## config.mk

```make
export PLATFORM = sky130hd
export DESIGN_NAME = prpg_sequencer
export DESIGN_NICKNAME = d
export VERILOG_FILES = /design/src/rtl/prpg_sequencer.sv
export SDC_FILE = /design/constraint.sdc
export NUM_CORES = 1
export LEC_CHECK = 0
export CAP_MARGIN = 0
export CELL_PAD_IN_SITES_DETAIL_PLACEMENT = 1
export CELL_PAD_IN_SITES_GLOBAL_PLACEMENT = 2
export CORE_MARGIN = 5
export CORE_UTILIZATION = 30
export CTS_CLUSTER_DIAMETER = 120
export DETAILED_ROUTE_END_ITERATION = 7
export PLACE_DENSITY = 0.6
export SYNTH_ARGS = -nofsm -noshare
export SYNTH_HDL_FRONTEND = slang
export SYNTH_SLANG_ARGS = --single-unit
```

## constraint.sdc

```tcl
create_clock -name clk -period 3.8 [get_ports clk]
set_input_delay 0.38 -clock clk [delete_from_list [all_inputs] [get_ports clk]]
set_output_delay 0.38 -clock clk [all_outputs]
set_load 0.1 [all_outputs]
```

## src/rtl/prpg_sequencer.sv

```systemverilog
// prpg_sequencer: micro-programmed controller for a PRPG datapath.
// Fetches 14-bit instructions from a 64-entry program RAM and issues
// one-cycle datapath pulses (config, seed load, LFSR run, store, load).
module prpg_sequencer #(
   parameter int PROG_DEPTH = 64,
   parameter int MEM_LIMIT  = 226
) (
   input  logic        clk,
   input  logic        rst,
   input  logic        prog_we,
   input  logic [5:0]  prog_addr,
   input  logic [13:0] prog_data,
   input  logic        start,
   output logic        cfg_en,
   output logic [6:0]  tap,
   output logic        seed_en,
   output logic [7:0]  seed,
   output logic        run_en,
   output logic        st_en,
   output logic        ld_en,
   output logic [7:0]  mem_addr,
   output logic [5:0]  pc,
   output logic        busy,
   output logic        done,
   output logic        err
);

   typedef enum logic [2:0] {
      S_IDLE,
      S_FETCH,
      S_EXEC,
      S_RUN,
      S_DONE
   } state_t;

   typedef enum logic [5:0] {
      OP_HALT      = 6'd0,
      OP_CONFIG    = 6'd1,
      OP_INIT      = 6'd2,
      OP_RUN       = 6'd3,
      OP_INIT_ADDR = 6'd4,
      OP_ST        = 6'd5,
      OP_ADD_ADDR  = 6'd6,
      OP_LD        = 6'd7
   } op_t;

   localparam logic [8:0] LIMIT   = 9'(MEM_LIMIT);
   localparam logic [5:0] LAST_PC = 6'(PROG_DEPTH - 1);

   logic [13:0] ram [PROG_DEPTH];
   logic [13:0] rd_word;
   logic [13:0] ir;
   logic [5:0]  op;
   logic [7:0]  opd;
   logic [7:0]  cnt;
   state_t      state, state_nx;
   logic        last, addr_bad;
   logic        pc_inc, err_set, addr_load, addr_add, cnt_load;

   assign rd_word  = ram[pc];
   assign op       = ir[13:8];
   assign opd      = ir[7:0];
   assign last     = (pc == LAST_PC);
   assign addr_bad = ({1'b0, mem_addr} >= LIMIT);

   // Program RAM: writable only while idle, never cleared by reset.
   always_ff @(posedge clk) begin
      if (prog_we && state == S_IDLE)
         ram[prog_addr] <= prog_data;
   end

   // Next-state and pulse decode; pulses are combinational from state/ir.
   always_comb begin
      state_nx  = state;
      cfg_en    = 1'b0;
      seed_en   = 1'b0;
      st_en     = 1'b0;
      ld_en     = 1'b0;
      run_en    = 1'b0;
      busy      = 1'b0;
      done      = 1'b0;
      pc_inc    = 1'b0;
      err_set   = 1'b0;
      addr_load = 1'b0;
      addr_add  = 1'b0;
      cnt_load  = 1'b0;
      case (state)
         S_IDLE: begin
            if (start)
               state_nx = S_FETCH;
         end
         S_FETCH: begin
            busy     = 1'b1;
            state_nx = S_EXEC;
         end
         S_EXEC: begin
            busy     = 1'b1;
            state_nx = last ? S_DONE : S_FETCH;
            pc_inc   = !last;
            case (op)
               OP_HALT: begin
                  state_nx = S_DONE;
                  pc_inc   = 1'b0;
               end
               OP_CONFIG:    cfg_en    = 1'b1;
               OP_INIT:      seed_en   = 1'b1;
               OP_INIT_ADDR: addr_load = 1'b1;
               OP_ADD_ADDR:  addr_add  = 1'b1;
               OP_RUN: begin
                  cnt_load = 1'b1;
                  state_nx = S_RUN;
                  pc_inc   = 1'b0;
               end
               OP_ST, OP_LD: begin
                  if (addr_bad) begin
                     err_set  = 1'b1;
                     state_nx = S_DONE;
                     pc_inc   = 1'b0;
                  end else begin
                     st_en = (op == OP_ST);
                     ld_en = (op == OP_LD);
                  end
               end
               default: begin
                  err_set  = 1'b1;
                  state_nx = S_DONE;
                  pc_inc   = 1'b0;
               end
            endcase
         end
         S_RUN: begin
            busy   = 1'b1;
            run_en = 1'b1;
            if (cnt == 8'd1) begin
               state_nx = last ? S_DONE : S_FETCH;
               pc_inc   = !last;
            end
         end
         S_DONE: begin
            done     = 1'b1;
            state_nx = S_IDLE;
         end
         default: state_nx = S_IDLE;
      endcase
   end

   // State, program counter, instruction register and datapath operand registers.
   always_ff @(posedge clk or posedge rst) begin
      if (rst) begin
         state    <= S_IDLE;
         pc       <= '0;
         mem_addr <= '0;
         tap      <= '0;
         seed     <= '0;
         cnt      <= '0;
         ir       <= '0;
         err      <= 1'b0;
      end else begin
         state <= state_nx;
         if (state == S_IDLE && start) begin
            pc  <= '0;
            err <= 1'b0;
         end else if (pc_inc) begin
            pc <= pc + 6'd1;
         end
         if (err_set)
            err <= 1'b1;
         // tap/seed are captured at fetch so they are valid alongside the EXEC pulse.
         if (state == S_FETCH) begin
            ir <= rd_word;
            if (rd_word[13:8] == OP_CONFIG)
               tap <= rd_word[6:0];
            if (rd_word[13:8] == OP_INIT)
               seed <= rd_word[7:0];
         end
         if (addr_load)
            mem_addr <= opd;
         else if (addr_add)
            mem_addr <= mem_addr + opd;
         if (cnt_load)
            cnt <= (opd == '0) ? 8'd1 : opd;
         else if (run_en)
            cnt <= cnt - 8'd1;
      end
   end

endmodule

```

==> qor.yml <==
status: "finished clean"
period_needed_ps: 3570
worstPathCellList: "buf_12 > buf_4 > mux4_2 > a2111oi_0 > buf_4 > a221o_1 > a22oi_1 > nor3_2 > and3_1 > buf_12 > mux2i_1"
cp_data_arrival_time_ps: 4170
synthCells: 1992
yosys.area.top_type: "edfxtp_1"
slowest_delay_ps: 550
holdCritPathClass: "in -> reg"
synth_most_common_cell: "edfxtp_1"
grt_pass1_vias: 21500
fillers: 12500
cts_tree: "done"
cp_max_fo: 15
num_io_pins: 61
ys_ff_latch: 951
synth_edf_count: 896
post_cts_resized: 0
antenna_found_initial: 4
synth_top_area_share_pct: 71.4
grt_pass1_wl_um: 156000
fp.dieH_um: 364
start_kind: "register"
post_drt_wl_per_cell_um: 27.5
power.density_mw_per_mm2: 632
yosysSeqAreaShare_pct: 75.1
synth.distinct_cells: 63
drtIter0Drc: 1698
setup.reg_to_reg.worst_slack_ps: 230
cts-root-buf: "clkbuf_16"
crit_type: "reg -> reg"
start_util_pct: 30.1
ys_top_cells_by_area: "edfxtp_1 (71%), mux4_2 (8.3%), mux2i_1 (5.0%)"
vias_per_cell: 5.08
numClockSinks: 951
postCtsSetupBuffers: 0
drtAntennaViolNets: 0
core.rowCount: 130
peakVddDrop_v: 0.000388
maxSlewHeadroom_pct: 9.30
gp_congestion: 0.781
synth_area_sq_mm: 0.0377
ff_latch_area_sq_mm: 0.0283
grt_max_degree: 65
hold_start: "prog_data[7]"
tns_ps: 0
clk_pin_slew_worst_paths_ps: 60
numCtsBuffers: 102
grt_usage_pct: 16.3
htree_num_levels: 3
fin_crit_sh_pct: 94.0
port_buffers: 60
drv_cap: 0
clock_path_buffers: 3
crit_slowest_cell: "dfrtp_4"
multi_input_area_sq_mm: 0.00863
drive_gt1_share_pct: 22.5
syn_avg_cell_area_sq_um: 18.9
grt-ovfl-total: 0
rsz0062_at_grt: "false"
worst_pin_slew_ps: 1360
dp_hpwl_um: 70000
syn2layout_area_growth_pct: 18.2
syn-num-nets: 2027
final_nets: 2267
synth-main-ff-cell: "edfxtp_1"
path_buf_inv: 4
clock_latency_ps: 690
via_count: 20200
worstPathRequired_ps: 4400
startpoint: "pc[0]"
fmax_mhz: 280
drt-total-wl_um: 109000
die_w_um: 364
cellLeakagePower_nw: 14.0
async_flop_share_pct: 5.78
design.die.area_sq_mm: 0.133
skew_ps: 21.2
hold_violations: 0
ys_warn_count: 0
fin_hold_ws_ps: 109
setup_viol: 0
r2r-start: "pc[0]"
drcViolationCount: 0
drt-pass1-iter-count: 5
cp_top_family: "compound AO/OA/AOI/OAI gates"
coreArea_sq_mm: 0.125
endpoint_kind: "register"
drv_slew: 0
yosys-top-cells-count: "edfxtp_1 (896), mux2i_1 (189), mux4_2 (139)"
metrics by stage:
| stage | cells | power [mW] | setup slack, ps | area (sq um) | utilization [%] |
|---|---|---|---|---|---|
| after floorplan | 1992 | 16.7 | 424 | 37700 | - |
| after global placement | 3776 | 18.3 | 344 | 41100 | 32.8 |
| after detailed placement | 3776 | 18.4 | 267 | 41100 | 32.8 |
| after CTS | 3969 | 28.5 | 253 | 44500 | 35.6 |
| after global routing | 3969 | 29.3 | 73.6 | 44500 | 35.6 |
| final | 3972 | 28.2 | 226 | 44600 | 35.6 |
power by group:
group          switching, mW  internal, mW
clock                   4.17          5.90
combinational           3.54          2.42
sequential             0.369          11.8
total                   8.09          20.1
logic make-up (layout without fill, tap and decap cells):
family	count (synthesis)	in the layout	share of synthesized area (%)
flops	951	951	75.1
fa+ha+maj	11	11	0.385
mux	346	346	14.1
other cells	0	3	0
xor+xnor	11	11	0.256
buf+inv	139	466	2.09
simple gates	273	273	3.24
compound gates	261	261	4.88
timing repair:
item | CTS | global route
setup endpoints to repair | 0 | 0
hold endpoints to repair | 5 | 0
hold buffers | 2 | 0
per-layer routing:
metal	GRT usage, %	share of wire, %	vias up
met4	4.22	2.4	0
met2	26.8	48	516
li1	-	-	8660
met1	22.1	44	10900
met5	0	0	-
met3	3.26	5.5	145
path summary, 6_finish.rpt:
path | to | depth (start not counted)
max in group asynchronous | cnt[6] | 3
setup reg to reg | tap[1] | 11
hold / removal | ram[39][7] | 1
setup / recovery | tap[1] | 11
hold reg to reg | cnt[5] | 1
min in group asynchronous | tap[5] | 2
state kept, by name (all words and copies together) (netlist names):
register	count
pc	6
ir	14
mem_addr	8
cnt	8
err	1
tap	7
state	3
seed	8
ram	896
cells in the final DEF (no fill, tap or decap), types with 23 or more instances in the layout:
master	instances
edfxtp_1	896
mux2i_1	189
buf_4	178
mux4_2	139
nor2_1	110
clkbuf_16	104
o221ai_1	69
nand2_1	65
dfrtp_1	51
a21oi_1	45
o22ai_1	42
clkdlybuf4s50_1	36
o21ai_0	32
nor3_1	29
inv_1	29
nand3_1	23
worst register-to-register path, delay by kind of cell (launching register included):
family / cells / cell delay, ps
compound gates: 3 / 870
buf+inv: 4 / 810
flops: 1 / 550
mux: 2 / 730
simple gates: 2 / 540
cell type report:
cell class	count	share of cell area (%)
tap	1650	4.63
clock buffer	128	6.09
multi-input combinational	902	19.4
antenna	3	0.0169
sequential	951	63.5
clock inverter	63	1.51
timing repair buffer	243	4.59
inverter	32	0.270
Power figures use the tool's default switching activity.
